## src/rtl/sprite_pkg.sv

```systemverilog
// sprite_pkg: element codes, sprite sizes, size lookup and FSM state encoding for sprite_locator
package sprite_pkg;
  localparam int EL_SPRITE1 = 1;
  localparam int EL_SPRITE2 = 2;
  localparam int EL_SPRITE3 = 3;
  localparam int EL_BACKGROUND = 4;
  localparam int EL_SPRITE5 = 5;
  localparam int SIZE_SPRITE1 = 25;
  localparam int SIZE_SPRITE2 = 16;
  localparam int SIZE_SPRITE3 = 20;
  localparam int SIZE_BACKGROUND = 100;
  localparam int SIZE_SPRITE5 = 25;
  localparam int MAX_SPRITE_DIM = 32;
  typedef enum logic [1:0] {IDLE, SCAN, DONE} state_t;
  function automatic logic [6:0] size_of(input logic [31:0] el);
    return el == EL_SPRITE1 ? 7'(SIZE_SPRITE1) :
           el == EL_SPRITE2 ? 7'(SIZE_SPRITE2) :
           el == EL_SPRITE3 ? 7'(SIZE_SPRITE3) :
           el == EL_BACKGROUND ? 7'(SIZE_BACKGROUND) :
           el == EL_SPRITE5 ? 7'(SIZE_SPRITE5) : 7'd0;
  endfunction
endpackage

```

## src/rtl/sprite_slot_table.sv

```systemverilog
// sprite_slot_table: sprite register file with validated write port, wr_err pulse and one combinational read port
module sprite_slot_table
  import sprite_pkg::*;
#(
  parameter int SLOTS = 8,
  parameter int ELEMENTS = 5
) (
  input  logic                     clk,
  input  logic                     reset,
  input  logic                     wr_en,
  input  logic [$clog2(SLOTS)-1:0] wr_slot,
  input  logic                     wr_active,
  input  logic [9:0]               wr_x,
  input  logic [9:0]               wr_y,
  input  logic [ELEMENTS-1:0]      wr_element,
  output logic                     wr_err,
  input  logic [$clog2(SLOTS)-1:0] rd_slot,
  output logic                     rd_active,
  output logic [9:0]               rd_x,
  output logic [9:0]               rd_y,
  output logic [ELEMENTS-1:0]      rd_element
);
  logic                active_q [SLOTS];
  logic [9:0]          x_q [SLOTS];
  logic [9:0]          y_q [SLOTS];
  logic [ELEMENTS-1:0] el_q [SLOTS];
  logic [6:0]          wr_size;
  logic                wr_ok;
  assign wr_size = size_of(32'(wr_element));
  assign wr_ok = !wr_active || (wr_size != 7'd0 && wr_size <= 7'(MAX_SPRITE_DIM));
  always_ff @(posedge clk) begin
    if (reset) begin
      for (int i = 0; i < SLOTS; i++) active_q[i] <= 1'b0;
      wr_err <= 1'b0;
    end else begin
      wr_err <= wr_en && !wr_ok;
      if (wr_en && wr_ok) begin
        active_q[wr_slot] <= wr_active;
        x_q[wr_slot] <= wr_x;
        y_q[wr_slot] <= wr_y;
        el_q[wr_slot] <= wr_element;
      end
    end
  end
  assign rd_active = active_q[rd_slot];
  assign rd_x = x_q[rd_slot];
  assign rd_y = y_q[rd_slot];
  assign rd_element = el_q[rd_slot];
endmodule

```

## src/rtl/sprite_locator.sv

```systemverilog
// sprite_locator: scans the sprite table one slot per cycle and issues a sprite memory read for the first covering sprite
module sprite_locator
  import sprite_pkg::*;
#(
  parameter int SLOTS = 8,
  parameter int ELEMENTS = 5,
  parameter int ADDR_W = 10
) (
  input  logic                     clk,
  input  logic                     reset,
  input  logic                     wr_en,
  input  logic [$clog2(SLOTS)-1:0] wr_slot,
  input  logic                     wr_active,
  input  logic [9:0]               wr_x,
  input  logic [9:0]               wr_y,
  input  logic [ELEMENTS-1:0]      wr_element,
  output logic                     wr_err,
  input  logic                     pix_valid,
  input  logic [9:0]               pix_x,
  input  logic [9:0]               pix_y,
  output logic                     pix_ready,
  output logic                     read_enable,
  output logic [ADDR_W-1:0]        address_sprite,
  output logic [ELEMENTS-1:0]      element,
  output logic                     result_valid,
  output logic                     hit,
  output logic [$clog2(SLOTS)-1:0] hit_slot
);
  localparam int SW = $clog2(SLOTS);
  state_t              state;
  logic [SW-1:0]       cnt;
  logic [9:0]          px;
  logic [9:0]          py;
  logic                t_active;
  logic [9:0]          t_x;
  logic [9:0]          t_y;
  logic [ELEMENTS-1:0] t_el;
  logic [6:0]          s;
  logic [10:0]         x_end;
  logic [10:0]         y_end;
  logic                match;
  logic [4:0]          dx;
  logic [4:0]          dy;
  logic [11:0]         prod;
  sprite_slot_table #(.SLOTS(SLOTS), .ELEMENTS(ELEMENTS)) u_table (
    .clk(clk),
    .reset(reset),
    .wr_en(wr_en),
    .wr_slot(wr_slot),
    .wr_active(wr_active),
    .wr_x(wr_x),
    .wr_y(wr_y),
    .wr_element(wr_element),
    .wr_err(wr_err),
    .rd_slot(cnt),
    .rd_active(t_active),
    .rd_x(t_x),
    .rd_y(t_y),
    .rd_element(t_el)
  );
  always_comb begin
    s = size_of(32'(t_el));
    x_end = {1'b0, t_x} + {4'd0, s};
    y_end = {1'b0, t_y} + {4'd0, s};
    match = t_active && px >= t_x && {1'b0, px} < x_end && py >= t_y && {1'b0, py} < y_end;
    dx = 5'(px - t_x);
    dy = 5'(py - t_y);
    prod = {7'd0, dy} * {5'd0, s};
  end
  assign pix_ready = state == IDLE && !reset;
  always_ff @(posedge clk) begin
    if (reset) begin
      state <= IDLE;
      cnt <= '0;
      px <= '0;
      py <= '0;
      read_enable <= 1'b0;
      address_sprite <= '0;
      element <= '0;
      result_valid <= 1'b0;
      hit <= 1'b0;
      hit_slot <= '0;
    end else begin
      read_enable <= 1'b0;
      result_valid <= 1'b0;
      case (state)
        IDLE: if (pix_valid) begin
          px <= pix_x;
          py <= pix_y;
          cnt <= '0;
          state <= SCAN;
        end
        SCAN: if (match) begin
          state <= DONE;
          hit <= 1'b1;
          hit_slot <= cnt;
          address_sprite <= ADDR_W'(prod + {7'd0, dx});
          element <= t_el;
          result_valid <= 1'b1;
          read_enable <= 1'b1;
        end else if (cnt == SW'(SLOTS - 1)) begin
          state <= DONE;
          hit <= 1'b0;
          result_valid <= 1'b1;
        end else begin
          cnt <= cnt + SW'(1);
        end
        default: state <= IDLE;
      endcase
    end
  end
endmodule

```

## config.mk

```make
export PLATFORM = sky130hd
export DESIGN_NAME = sprite_locator
export DESIGN_NICKNAME = d
export VERILOG_FILES = /design/src/rtl/sprite_pkg.sv /design/src/rtl/sprite_slot_table.sv /design/src/rtl/sprite_locator.sv
export SDC_FILE = /design/constraint.sdc
export NUM_CORES = 1
export LEC_CHECK = 0
export BUFFER_PORTS_ARGS = -buffer_cell sky130_fd_sc_hd__buf_2
export CORE_UTILIZATION = 55
export CTS_CLUSTER_SIZE = 40
export DETAILED_ROUTE_END_ITERATION = 8
export PLACE_DENSITY_LB_ADDON = 0.12
export SLEW_MARGIN = 40
export SYNTH_ARGS = -nofsm -noshare
export SYNTH_HDL_FRONTEND = slang
export SYNTH_SLANG_ARGS = --single-unit
```

## constraint.sdc

```tcl
create_clock -name clk -period 12.8 [get_ports clk]
set_input_delay 1.92 -clock clk [delete_from_list [all_inputs] [get_ports clk]]
set_output_delay 1.92 -clock clk [all_outputs]
set_load 0.005 [all_outputs]
```

==> impl_metrics.py, run 1 <==
metrics = {
    "run_status": {
        "run_status": "finished, final reports clean",
    },
    "logic_synthesis": {
        "number_of_enable_type_register_cells_in_the_synthesized_netlist": 208,
        "post_synth_instance_area_um2": 12500,
        "ys_seq_area_share_pct": 57.9,
        "synth_cells": 878,
        "synth_area_per_cell_um2": 14.3,
        "dominantRegCellSynth": "sky130_fd_sc_hd__edfxtp_1",
        "synth.yosys.warnings": 0,
        "async_reset_ff_share_pct": 0,
        "ys_ff_latch": 258,
        "synth_fp_nets": 1019,
        "netlist-cell-type-count": 59,
    },
    "critical_path": {
        "start_kind": "flop",
        "reg2regPathDepth": 22,
        "r2r_end": "cnt[2]$_SDFFE_PP0P_",
        "crit_path_max_fanout": 49,
        "ff2ff_setup_slack_ns": 6.32,
        "critPathCaptureType": "flop",
        "cp_data_arrival_time_ns": 6.90,
        "timing_worst_setup_path_type": "reg2reg",
        "cp_data_required_time_ns": 13.23,
    },
    "timing": {
        "rsz_0062_raised_after_global_routing": "false",
        "final_min_period_over_clock_period_pct": 50.6,
        "timing.final.crit_period_ns": 6.48,
        "slew_viol_final": 0,
        "hold_viol_final": 0,
        "maxClockFrequency_ghz": 0.154,
        "worst_slew_pin_slew_ns": 0.784,
        "timing.setup.tns_ns": 0,
        "max_slew_margin_pct": 47.7,
        "clock_skew_after_layout_ns": 0.00822,
        "setup_violations": 0,
        "whs_ns": 0.480,
    },
    "floorplanning": {
        "core_region_area_um2": 22100,
        "floorplan.initialDensity_pct": 56.7,
        "ios": 76,
        "die_x_um": 153,
        "design.die.area_um2": 23400,
        "fp.dieH_um": 153,
        "rows": 54,
    },
    "finish": {
        "final_net_count": 1104,
        "antennaDiodeCount": 0,
        "areaGrowthSynthToFinish_pct": 12.2,
        "final_cells": 1262,
        "finish.utilization_pct": 63.6,
        "final_layout_size_suffix_gt1_share_pct": 21.8,
    },
    "grt": {
        "grt_overflow": 0,
        "vias_in_the_first_global_route": 7467,
        "grt_pass1_wl_mm": 41.3,
        "grt_start_max_net_pins": 50,
        "number_of_antenna_violations_at_the_first_check_in_global_routing": 1,
        "grt_usage_pct": 23.3,
    },
    "drt": {
        "first_iter_violations": 394,
        "post_drt_via_cell_ratio": 5.86,
        "postRouteAntennaNets": 0,
        "post-route-drc-count": 0,
        "first_pass_iters": 5,
        "detail_route.wirelength_mm": 26.7,
        "routed_wire_length_per_instance_um": 21.1,
        "vias": 7397,
    },
    "clock_network": {
        "clkSinkCount": 258,
        "clkTransAtPathRegs_ns": 0.06,
        "cts_resized": 0,
        "postCtsSetupBuffers": 0,
        "clk_root_buffer_cell": "sky130_fd_sc_hd__clkbuf_16",
        "clockBufferDepth": 3,
        "cts_buf_count": 25,
        "cts_hold_buffers": 0,
        "tritoncts": "yes",
        "ctsHtreeMaxLevel": 1,
        "clock_latency_ns": 0.53,
    },
    "flow_run": {
        "maxCapViolations": 0,
    },
    "power": {
        "report.power.total_w": 0.00181,
        "worst_ir_drop_vdd_v": 0.000115,
        "static-leakage-power_nw": 5.21,
        "power.density_nw_per_um2": 129,
    },
    "placed_design": {
        "placement.io_buffers": 75,
        "gp_congestion": 0.884,
        "place.detailed.instances": 1215,
        "dp_hpwl_mm": 18.7,
    },
    "hold_path": {
        "min-delay-path-class": "reg2reg",
        "holdCritStartpoint": "hit_slot[1]$_SDFFE_PP0P_",
        "hold-path-cell-count": 2,
        "timing.hold.worst_endpoint": "hit_slot[1]$_SDFFE_PP0P_",
    },
}
## cells in the final DEF (no fill, tap or decap), types with 18 or more instances in the layout
cell and instances:
sky130_fd_sc_hd__nor2_1 23, sky130_fd_sc_hd__o21ai_0 21, sky130_fd_sc_hd__clkbuf_16 26, sky130_fd_sc_hd__a21oi_1 67, sky130_fd_sc_hd__buf_2 74, sky130_fd_sc_hd__xnor2_1 26
sky130_fd_sc_hd__nand2_1 61, sky130_fd_sc_hd__ha_1 72, sky130_fd_sc_hd__and2_1 18, sky130_fd_sc_hd__edfxtp_1 208, sky130_fd_sc_hd__inv_1 59, sky130_fd_sc_hd__mux4_2 52
sky130_fd_sc_hd__dfxtp_1 47
## cells by family after synthesis
group,after synthesis,synth area share (%)
buf+inv,93,3.32
xor+xnor,36,2.64
compound gates,158,7.90
fa+ha+maj,88,9.75
mux,80,12.0
simple gates,165,6.50
flops,258,57.9
## Yosys cell counts, drive strengths merged (18+ instances only)
library cell | instances | area share (%)
edfxtp | 208 | 50
xnor2 | 26 | 1.8
nor2 | 30 | 0.96
a21oi | 67 | 2.7
ha | 72 | 7.2
and2 | 18 | 0.90
inv | 60 | 1.8
buf | 22 | 1.2
mux4 | 52 | 9.4
dfxtp | 50 | 8.0
nand2 | 62 | 1.9
o21ai | 35 | 1.4
mux2i | 22 | 2.1
## power breakdown
| part | leakage [nW] | internal (W) | total, W | switching, W |
|---|---|---|---|---|
| Sequential | 2.29 | 0.000921 | 0.000929 | 0.00000815 |
| Combinational | 2.55 | 0.0000872 | 0.000209 | 0.000122 |
| Clock | 0.369 | 0.000375 | 0.000676 | 0.000301 |
## registers in the layout, indices dropped and copies added (netlist names), 2 cells and up, named ones only
register and cells:
px 10, address_sprite 10, element 5, u_table.y_q 80
state 2, hit_slot 3, u_table.active_q 8, cnt 3
py 10, u_table.el_q 40, u_table.x_q 80
## cell type report
class	count	area, um2
Timing Repair Buffer	91	552
Clock buffer	33	679
Inverter	60	225
Fill cell	1669	8040
Sequential cell	258	7250
Tap cell	280	350
Clock inverter	13	73.8
Multi-Input combinational cell	527	4920
## routing by layer
metal	vias to the layer above	wire length (um)	part of all wire, %	global-route usage, %
met2	166	13400	50	40.0
met4	2	593	2.2	5.77
met5	-	16	0.060	0
met3	39	1190	4.4	3.49
li1	3470	-	-	-
met1	3720	11500	43	31.3
## how the worst max path moves through the flow
stage | from | to | slack [ns] | depth (start not counted)
floorplan | flop | address_sprite[9]$_SDFFE_PP0P_ | 6.96 | 21
global placement | flop | flop | 6.12 | 22
detailed placement | flop | cnt[2]$_SDFFE_PP0P_ | 6.21 | 22
CTS | flop | cnt[2]$_SDFFE_PP0P_ | 6.18 | 22
global route | flop | flop | 5.83 | 22
finish | flop | cnt[2]$_SDFFE_PP0P_ | 6.32 | 22
## metrics by stage
| stage | setup slack (ns) | instance area (um2) |
|---|---|---|
| after floorplan | 6.96 | 12500 |
| after global placement | 6.12 | 13200 |
| after detailed placement | 6.21 | 13300 |
| after CTS | 6.18 | 14000 |
| after global routing | 5.83 | 14000 |
| final | 6.32 | 14000 |
## critical path: stages (launching register included)
cell and delay (ns):
sky130_fd_sc_hd__dfxtp_4 0.34, sky130_fd_sc_hd__buf_6 0.52, sky130_fd_sc_hd__mux4_2 0.61, sky130_fd_sc_hd__mux2_2 0.32, sky130_fd_sc_hd__or2_2 0.29, sky130_fd_sc_hd__nor2_1 0.09
sky130_fd_sc_hd__nor2_1 0.04, sky130_fd_sc_hd__or2_2 0.34, sky130_fd_sc_hd__inv_1 0.15, sky130_fd_sc_hd__ha_1 0.29, sky130_fd_sc_hd__and3_1 0.17, sky130_fd_sc_hd__mux2i_1 0.20
sky130_fd_sc_hd__nand2_1 0.13, sky130_fd_sc_hd__o41ai_1 0.35, sky130_fd_sc_hd__xnor2_1 0.18, sky130_fd_sc_hd__ha_1 0.27, sky130_fd_sc_hd__a211o_1 0.29, sky130_fd_sc_hd__a211oi_1 0.31
sky130_fd_sc_hd__nand4_1 0.15, sky130_fd_sc_hd__a31oi_1 0.45, sky130_fd_sc_hd__o221ai_4 0.33, sky130_fd_sc_hd__and4_4 0.30, sky130_fd_sc_hd__a41o_1 0.20
No activity file was read; power rests on OpenSTA's default activity.
==> inputs of run 2 (changes only) <==
==> constraint.sdc (replaced) <==
create_clock -name clk -period 5.3 [get_ports clk]
set_input_delay 0.795 -clock clk [delete_from_list [all_inputs] [get_ports clk]]
set_output_delay 0.795 -clock clk [all_outputs]
set_load 0.005 [all_outputs]
==> run 2 against run 1 <==
  * Maximum frequency up 24%
  * Total power grew to 2.6 times the previous value
  * Clock skew is 0.0013 ns higher
  * Worst setup slack worse by 6.2 ns
  * First-iteration DRC count is 27% higher
  * Via count up 4.3%
  * Critical path depth unchanged
  * Final cell count increased by 6.8%
  * Sequential share of layout area is 3.4 points lower
  * Sequential cell count unchanged
  * Clock power grew to 2.6 times the previous value
  * Routed wire length increased by 5.0%
==> impl_metrics.py, run 2 (synthesis gave the netlist of run 1 again) <==
metrics = {
    "power": {
        "power.net_switching_w": 0.00112,
        "power.density_nw_per_um2": 308,
        "power.share.sequential_pct": 48.5,
        "power_report.internal_total_w": 0.00351,
        "sw_share_pct": 24.2,
        "worst_ir_drop_vdd_v": 0.000306,
        "static-leakage-power_nw": 5.70,
        "combPwrFrac_pct": 13.2,
        "share_clk_of_total_power_pct": 38.3,
    },
    "timing": {
        "worst_slew_pin_slew_ns": 0.783,
        "maxClockFrequency_ghz": 0.192,
        "rsz_0062_raised_after_global_routing": "true",
        "whs_ns": 0.459,
        "slew_viol_final": 0,
        "max_slew_margin_pct": 46.3,
        "timing.final.crit_period_ns": 5.21,
        "hold_viol_final": 0,
        "setup_violations": 0,
        "final_min_period_over_clock_period_pct": 98.4,
        "clock_skew_after_layout_ns": 0.00951,
    },
    "clock_network": {
        "tritoncts": "yes",
        "clkSinkCount": 258,
        "clk_root_buffer_cell": "sky130_fd_sc_hd__clkbuf_16",
        "cts_buf_count": 26,
        "clkTransAtPathRegs_ns": 0.06,
        "clockBufferDepth": 3,
        "ctsHtreeMaxLevel": 1,
        "clock_latency_ns": 0.55,
    },
    "critical_path": {
        "worst_path_max_delay_cell": "sky130_fd_sc_hd__mux4_2",
        "cp_cell_sequence": "mux4_2 > mux2_4 > or2_4 > nor2_2 > nor2_1 > or2_4 > inv_4 > ha_4 > and3_4 > mux2i_4 > nand2_2 > o41ai_4 > xnor2_1 > ha_1 > a211o_1 > a211oi_2 > nand4b_1 > a31oi_4 > o221ai_4 > buf_6 > nor2_4 > a211oi_2",
        "critPathCaptureType": "flop",
        "r2r_end": "element[4]$_SDFFE_PP0P_",
        "cp_data_arrival_time_ns": 5.63,
        "cp-endpoint": "element[4]$_SDFFE_PP0P_",
        "start_kind": "flop",
        "critical-path-max-stage-delay_ns": 0.51,
        "reg2regPathDepth": 22,
        "crit_path_max_fanout": 7,
        "timing_worst_setup_path_type": "reg2reg",
        "cp_data_required_time_ns": 5.71,
        "ff2ff_setup_slack_ns": 0.09,
    },
    "grt": {
        "vias_in_the_first_global_route": 7554,
        "grt_pass1_wl_mm": 41.7,
        "grt_start_max_net_pins": 49,
        "grt_overflow": 0,
        "grt_usage_pct": 23.6,
        "number_of_antenna_violations_at_the_first_check_in_global_routing": 1,
    },
    "drt": {
        "post_drt_via_cell_ratio": 5.72,
        "met3RoutedLength_mm": 1.25,
        "first_pass_iters": 5,
        "wirelength_met1_mm": 12.3,
        "vias": 7712,
        "first_iter_violations": 499,
        "highest-signal-layer": "met4",
        "routed_wire_length_per_instance_um": 20.8,
        "met2RoutedLength_mm": 13.9,
        "post-route-drc-count": 0,
        "postRouteAntennaNets": 0,
        "detail_route.wirelength_mm": 28.0,
    },
    "finish": {
        "layout_common_cells": "208 x sky130_fd_sc_hd__edfxtp_1, 90 x sky130_fd_sc_hd__buf_4, 75 x sky130_fd_sc_hd__buf_2",
        "layout_commonest_cell": "sky130_fd_sc_hd__edfxtp_1",
        "final_net_count": 1188,
        "layout.cell_area.non_filler_um2": 15000,
        "final_cells": 1348,
        "biggestRegsByFlops": "u_table.x_q: 80 flops, u_table.y_q: 80 flops, u_table.el_q: 40 flops",
        "areaGrowthSynthToFinish_pct": 20.2,
        "final_layout_size_suffix_gt1_share_pct": 32.2,
    },
    "placed_design": {
        "gp_congestion": 0.869,
        "place.detailed.instances": 1281,
        "placed_cell_area_um2": 13800,
        "dp_hpwl_mm": 19.2,
        "placement.io_buffers": 75,
    },
    "run_status": {
        "run_status": "finished, final reports clean",
    },
    "floorplanning": {
        "die_x_um": 153,
        "core_region_area_um2": 22100,
        "ios": 76,
        "design.die.area_um2": 23400,
        "floorplan.initialDensity_pct": 56.7,
        "fp.dieH_um": 153,
        "rows": 54,
    },
    "flow_run": {
        "maxCapViolations": 0,
    },
    "hold_path": {
        "min-delay-path-class": "reg2reg",
    },
}
[run 2: changes by cell type in the layout (fill, tap and decap cells not counted), moves of 4 or more]
cell,before,now
sky130_fd_sc_hd__buf_4,10,90
sky130_fd_sc_hd__a21oi_2,0,10
sky130_fd_sc_hd__a21oi_1,67,57
sky130_fd_sc_hd__a211oi_2,2,7
sky130_fd_sc_hd__a211oi_1,7,2
sky130_fd_sc_hd__clkinv_2,2,6
[run 2: power by group through the flow]
stage          Sequential (W)  Clock [W]  Combinational (W)
3_5_place_dp          0.00229          0           0.000562
5_1_grt               0.00225    0.00187           0.000675
4_1_cts               0.00225    0.00179           0.000569
2_1_floorplan         0.00228          0           0.000368
3_3_place_gp          0.00229          0           0.000557
6_report              0.00225    0.00177           0.000613
[run 2: worst min path at each step]
stage	cells after the start	to	slack [ns]	startpoint
floorplan	2	py[0]$_SDFFE_PP0P_	0.45	py[0]$_SDFFE_PP0P_
global placement	2	address_sprite[5]$_SDFFE_PP0P_	0.46	address_sprite[5]$_SDFFE_PP0P_
detailed placement	2	address_sprite[2]$_SDFFE_PP0P_	0.47	address_sprite[2]$_SDFFE_PP0P_
CTS	3	px[7]$_SDFFE_PP0P_	0.47	pix_x[7]
global route	2	address_sprite[2]$_SDFFE_PP0P_	0.47	address_sprite[2]$_SDFFE_PP0P_
finish	2	address_sprite[2]$_SDFFE_PP0P_	0.46	address_sprite[2]$_SDFFE_PP0P_
[run 2: layer usage]
metal,vias to the layer above,track usage (%)
met2,197,39.8
met5,-,0
li1,3663,-
met3,41,3.77
met4,0,7.31
met1,3811,31.6
[run 2: per-stage QoR]
stage | setup TNS (ns) | utilization (%) | power, W | setup slack, ns
after floorplan | 0 | - | 0.00265 | 0.00218
after global placement | -0.0486 | 62.3 | 0.00285 | -0.0486
after detailed placement | -0.177 | 62.4 | 0.00285 | -0.0351
after CTS | 0 | 66.2 | 0.00461 | 0.00909
after global routing | -2.99 | 68.1 | 0.00479 | -0.177
final | 0 | 68.1 | 0.00463 | 0.0857
[run 2: final cells by class]
type / instances / area, um2
repair buffers: 173 / 1210
clock buffers: 29 / 662
diodes: 1 / 2.50
fillers: 1568 / 7050
flip-flops and latches: 258 / 7260
multi-input cells: 528 / 5170
well taps: 280 / 350
clock inverters: 19 / 165
inverters: 60 / 228
[run 2: timing repair]
item                       CTS  global route
hold buffers                 0             0
buffers inserted             0            15
setup endpoints to repair   14            29
pin swaps                    5            36
gates resized for setup      7            51
gates cloned                 0             3
[run 2: worst max-delay path: cells and delay by family, from the launching register on]
| kind | cells | cell delay (ns) |
|---|---|---|
| compound gates | 6 | 1.44 |
| simple gates | 8 | 1.32 |
| mux | 3 | 0.94 |
| fa+ha+maj | 2 | 0.54 |
| flops | 1 | 0.42 |
| buf+inv | 2 | 0.27 |
| xor+xnor | 1 | 0.12 |
==> inputs of run 3 (changes only) <==
--- a/config.mk
+++ b/config.mk
@@ -6,6 +6,7 @@
 export NUM_CORES = 1
 export LEC_CHECK = 0
 export BUFFER_PORTS_ARGS = -buffer_cell sky130_fd_sc_hd__buf_2
+export CORE_MARGIN = 2
 export CORE_UTILIZATION = 55
 export CTS_CLUSTER_SIZE = 40
 export DETAILED_ROUTE_END_ITERATION = 8
@@ -13,4 +14,5 @@
 export SLEW_MARGIN = 40
 export SYNTH_ARGS = -nofsm -noshare
 export SYNTH_HDL_FRONTEND = slang
+export SYNTH_HIERARCHICAL = 1
 export SYNTH_SLANG_ARGS = --single-unit
==> run 3 against run 2 <==
  * Clock power about the same
  * Maximum frequency is 0.82% higher
  * Register-to-register slack better by 0.04 ns
  * Sequential cell count decreased by 3
  * Non-clock buffer count down 15
  * Global-route usage is 0.65 points lower
  * Total power shrank 1.8%
  * Synthesized cell count is 1.5% higher
  * Critical endpoint is now address_sprite[9]$_SDFFE_PP0P_
  * Largest cell class unchanged
==> impl_metrics.py, run 3 <==
metrics = {
    "timing": {
        "final_min_period_over_clock_period_pct": 97.6,
        "worst_slew_pin_slew_ns": 0.774,
        "slew_viol_final": 0,
        "clock_skew_after_layout_ns": 0.0140,
        "hold_viol_final": 0,
        "max_slew_margin_pct": 48.4,
        "maxClockFrequency_ghz": 0.193,
        "setup_violations": 0,
        "timing.final.crit_period_ns": 5.17,
        "timing.final.ws_setup_ns": 0.128,
    },
    "critical_path": {
        "critPathCaptureType": "flop",
        "crit_path_max_fanout": 7,
        "timing_worst_setup_path_type": "reg2reg",
        "start_kind": "flop",
        "cp_data_arrival_time_ns": 5.56,
        "cp_data_required_time_ns": 5.69,
    },
    "grt": {
        "grt_overflow": 0,
        "vias_in_the_first_global_route": 7753,
        "number_of_antenna_violations_at_the_first_check_in_global_routing": 1,
        "grt_start_max_net_pins": 65,
        "grt_pass1_wl_mm": 42.7,
        "grt_usage_pct": 22.9,
    },
    "drt": {
        "post-route-drc-count": 0,
        "vias": 7834,
        "routed_wire_length_per_instance_um": 20.3,
        "first_pass_iters": 5,
        "post_drt_via_cell_ratio": 5.80,
        "first_iter_violations": 509,
        "postRouteAntennaNets": 0,
        "detail_route.wirelength_mm": 27.4,
    },
    "hold_path": {
        "min-delay-path-class": "reg2reg",
    },
    "finish": {
        "final_cells": 1350,
        "layout.cell_area.non_filler_um2": 15000,
        "finish.utilization_pct": 66.3,
        "layout_common_cells": "208 x sky130_fd_sc_hd__edfxtp_1, 75 x sky130_fd_sc_hd__buf_2, 73 x sky130_fd_sc_hd__ha_1, 73 x sky130_fd_sc_hd__buf_4, 60 x sky130_fd_sc_hd__inv_1",
        "final_layout_size_suffix_gt1_share_pct": 27.2,
        "layout_commonest_cell": "sky130_fd_sc_hd__edfxtp_1",
        "areaGrowthSynthToFinish_pct": 18.4,
        "nFillCells": 1653,
        "ff_latch_area_um2": 7190,
        "biggestRegsByFlops": "u_table/x_q: 80 flops, u_table/y_q: 80 flops, u_table/el_q: 40 flops",
        "final_net_count": 1188,
        "total_area_of_multi_input_combinational_cells_um2": 5250,
    },
    "clock_network": {
        "cts_buf_count": 27,
        "clock_latency_ns": 0.54,
        "ctsHtreeMaxLevel": 1,
        "clk_root_buffer_cell": "sky130_fd_sc_hd__clkbuf_16",
        "clkTransAtPathRegs_ns": 0.06,
        "clkSinkCount": 255,
        "clockBufferDepth": 3,
        "cts_hold_buffers": 0,
        "tritoncts": "yes",
    },
    "logic_synthesis": {
        "synth.yosys.warnings": 6,
        "netlist-cell-type-count": 67,
        "synth.top_cells.by_count": "208 x sky130_fd_sc_hd__edfxtp_1, 76 x sky130_fd_sc_hd__ha_1, 64 x sky130_fd_sc_hd__inv_1",
        "dominantRegCellSynth": "sky130_fd_sc_hd__edfxtp_1",
        "ys_top_cells_by_area": "sky130_fd_sc_hd__edfxtp_1 49%, sky130_fd_sc_hd__mux4_1 9.5%, sky130_fd_sc_hd__ha_1 7.5%",
        "ys_ff_latch": 255,
        "synth_cells": 891,
        "ys_seq_area_share_pct": 56.7,
        "synthMostInstantiatedCell": "sky130_fd_sc_hd__edfxtp_1",
        "synth.top_cell.area_share_pct": 49.3,
        "async_reset_ff_share_pct": 0,
        "post_synth_instance_area_um2": 12700,
        "number_of_enable_type_register_cells_in_the_synthesized_netlist": 208,
        "netlist.top_cell.by_area": "sky130_fd_sc_hd__edfxtp_1",
        "synth_fp_nets": 1036,
        "synth_area_per_cell_um2": 14.2,
    },
    "run_status": {
        "run_status": "finished, final reports clean",
    },
    "power": {
        "static-leakage-power_nw": 5.81,
        "worst_ir_drop_vdd_v": 0.000250,
        "power.density_nw_per_um2": 303,
    },
    "placed_design": {
        "place.detailed.instances": 1292,
        "post-place-ws_ns": -0.139,
        "dp_hpwl_mm": 18.8,
        "gp_congestion": 0.888,
        "placement.io_buffers": 75,
        "placed_cell_area_um2": 13900,
    },
    "floorplanning": {
        "ios": 76,
        "die_x_um": 156,
        "design.die.area_um2": 24300,
        "fp.dieH_um": 156,
        "rows": 55,
        "floorplan.initialDensity_pct": 56.0,
        "core_region_area_um2": 22600,
    },
    "flow_run": {
        "maxCapViolations": 0,
    },
}
[run 3: kinds of logic (layout without fill, tap and decap cells)]
kind of cell | Yosys count | count (layout) | share of synthesized area (%)
adder cells (fa/ha/maj) | 92 | 92 | 10.0
multiplexers | 79 | 79 | 13.0
AND/OR/NAND/NOR | 182 | 182 | 6.78
XOR/XNOR | 27 | 27 | 1.97
other | 0 | 1 | 0
AO/OA/AOI/OAI | 157 | 157 | 7.88
flip-flops | 255 | 255 | 56.7
buffers and inverters | 99 | 272 | 3.62
[run 3: worst paths after layout]
| kind | to | from | cells past startpoint | slack (ns) |
|---|---|---|---|---|
| setup / recovery | address_sprite[9]$_SDFFE_PP0P_ | cnt[0]$_SDFFE_PP0P_ | 19 | 0.13 |
| hold / removal | hit$_SDFFE_PP0P_ | hit$_SDFFE_PP0P_ | 2 | 0.47 |
| setup reg to reg | address_sprite[9]$_SDFFE_PP0P_ | cnt[0]$_SDFFE_PP0P_ | 19 | 0.13 |
| hold reg to reg | hit$_SDFFE_PP0P_ | hit$_SDFFE_PP0P_ | 2 | 0.47 |
[run 3: power by group]
part / switching [W] / internal [W] / leakage (nW)
clock network: 0.000745 / 0.00104 / 0.399
registers: 0.0000200 / 0.00220 / 2.26
logic: 0.000286 / 0.000256 / 3.15
[run 3: routing by layer]
layer	global-route usage [%]	part of all wire (%)	vias to the layer above
met3	2.92	5.6	53
met2	37.8	47	228
met5	0	0	-
met1	32.0	44	3834
li1	-	-	3719
met4	7.69	3.3	0
[run 3: stage by stage]
| step | hold slack [ns] | setup TNS [ns] | total power (W) |
|---|---|---|---|
| floorplan | 0.444 | 0 | 0.00258 |
| global placement | 0.446 | -0.599 | 0.00276 |
| detailed placement | 0.465 | -1.05 | 0.00277 |
| CTS | 0.467 | 0 | 0.00456 |
| global route | 0.475 | -0.0896 | 0.00473 |
| finish | 0.465 | 0 | 0.00455 |
[run 3: timing repair]
item | 4_1_cts | 5_1_grt
gates resized for setup | 5 | 45
pin swaps | 3 | 13
hold endpoints to repair | 0 | 0
gates cloned | 0 | 1
endpoints found under the setup margin | 22 | 26
buffers inserted | 1 | 5
[run 3: layout make-up]
cell class | count | share of cell area, %
Inverter | 64 | 1.60
Tap cell | 285 | 2.38
Multi-Input combinational cell | 537 | 35.0
Timing Repair Buffer | 158 | 7.41
Antenna cell | 1 | 0.0167
Sequential cell | 255 | 48.0
Clock inverter | 16 | 0.993
Clock buffer | 34 | 4.68
[run 3: critical path, cell delays in order, from the launching register on]
cell	delay, ns
sky130_fd_sc_hd__dfxtp_4	0.40
sky130_fd_sc_hd__buf_12	0.13
sky130_fd_sc_hd__mux4_1	0.54
sky130_fd_sc_hd__mux2_4	0.31
sky130_fd_sc_hd__ha_1	0.20
sky130_fd_sc_hd__nand3b_1	0.20
sky130_fd_sc_hd__and3b_1	0.21
sky130_fd_sc_hd__or3_4	0.39
sky130_fd_sc_hd__fa_1	0.49
sky130_fd_sc_hd__fa_1	0.54
sky130_fd_sc_hd__inv_1	0.05
sky130_fd_sc_hd__fa_1	0.48
sky130_fd_sc_hd__ha_4	0.29
sky130_fd_sc_hd__inv_1	0.05
sky130_fd_sc_hd__nor2_2	0.10
sky130_fd_sc_hd__a21oi_2	0.07
sky130_fd_sc_hd__a21oi_2	0.15
sky130_fd_sc_hd__xnor3_1	0.23
sky130_fd_sc_hd__nand3_1	0.11
sky130_fd_sc_hd__a21oi_2	0.05
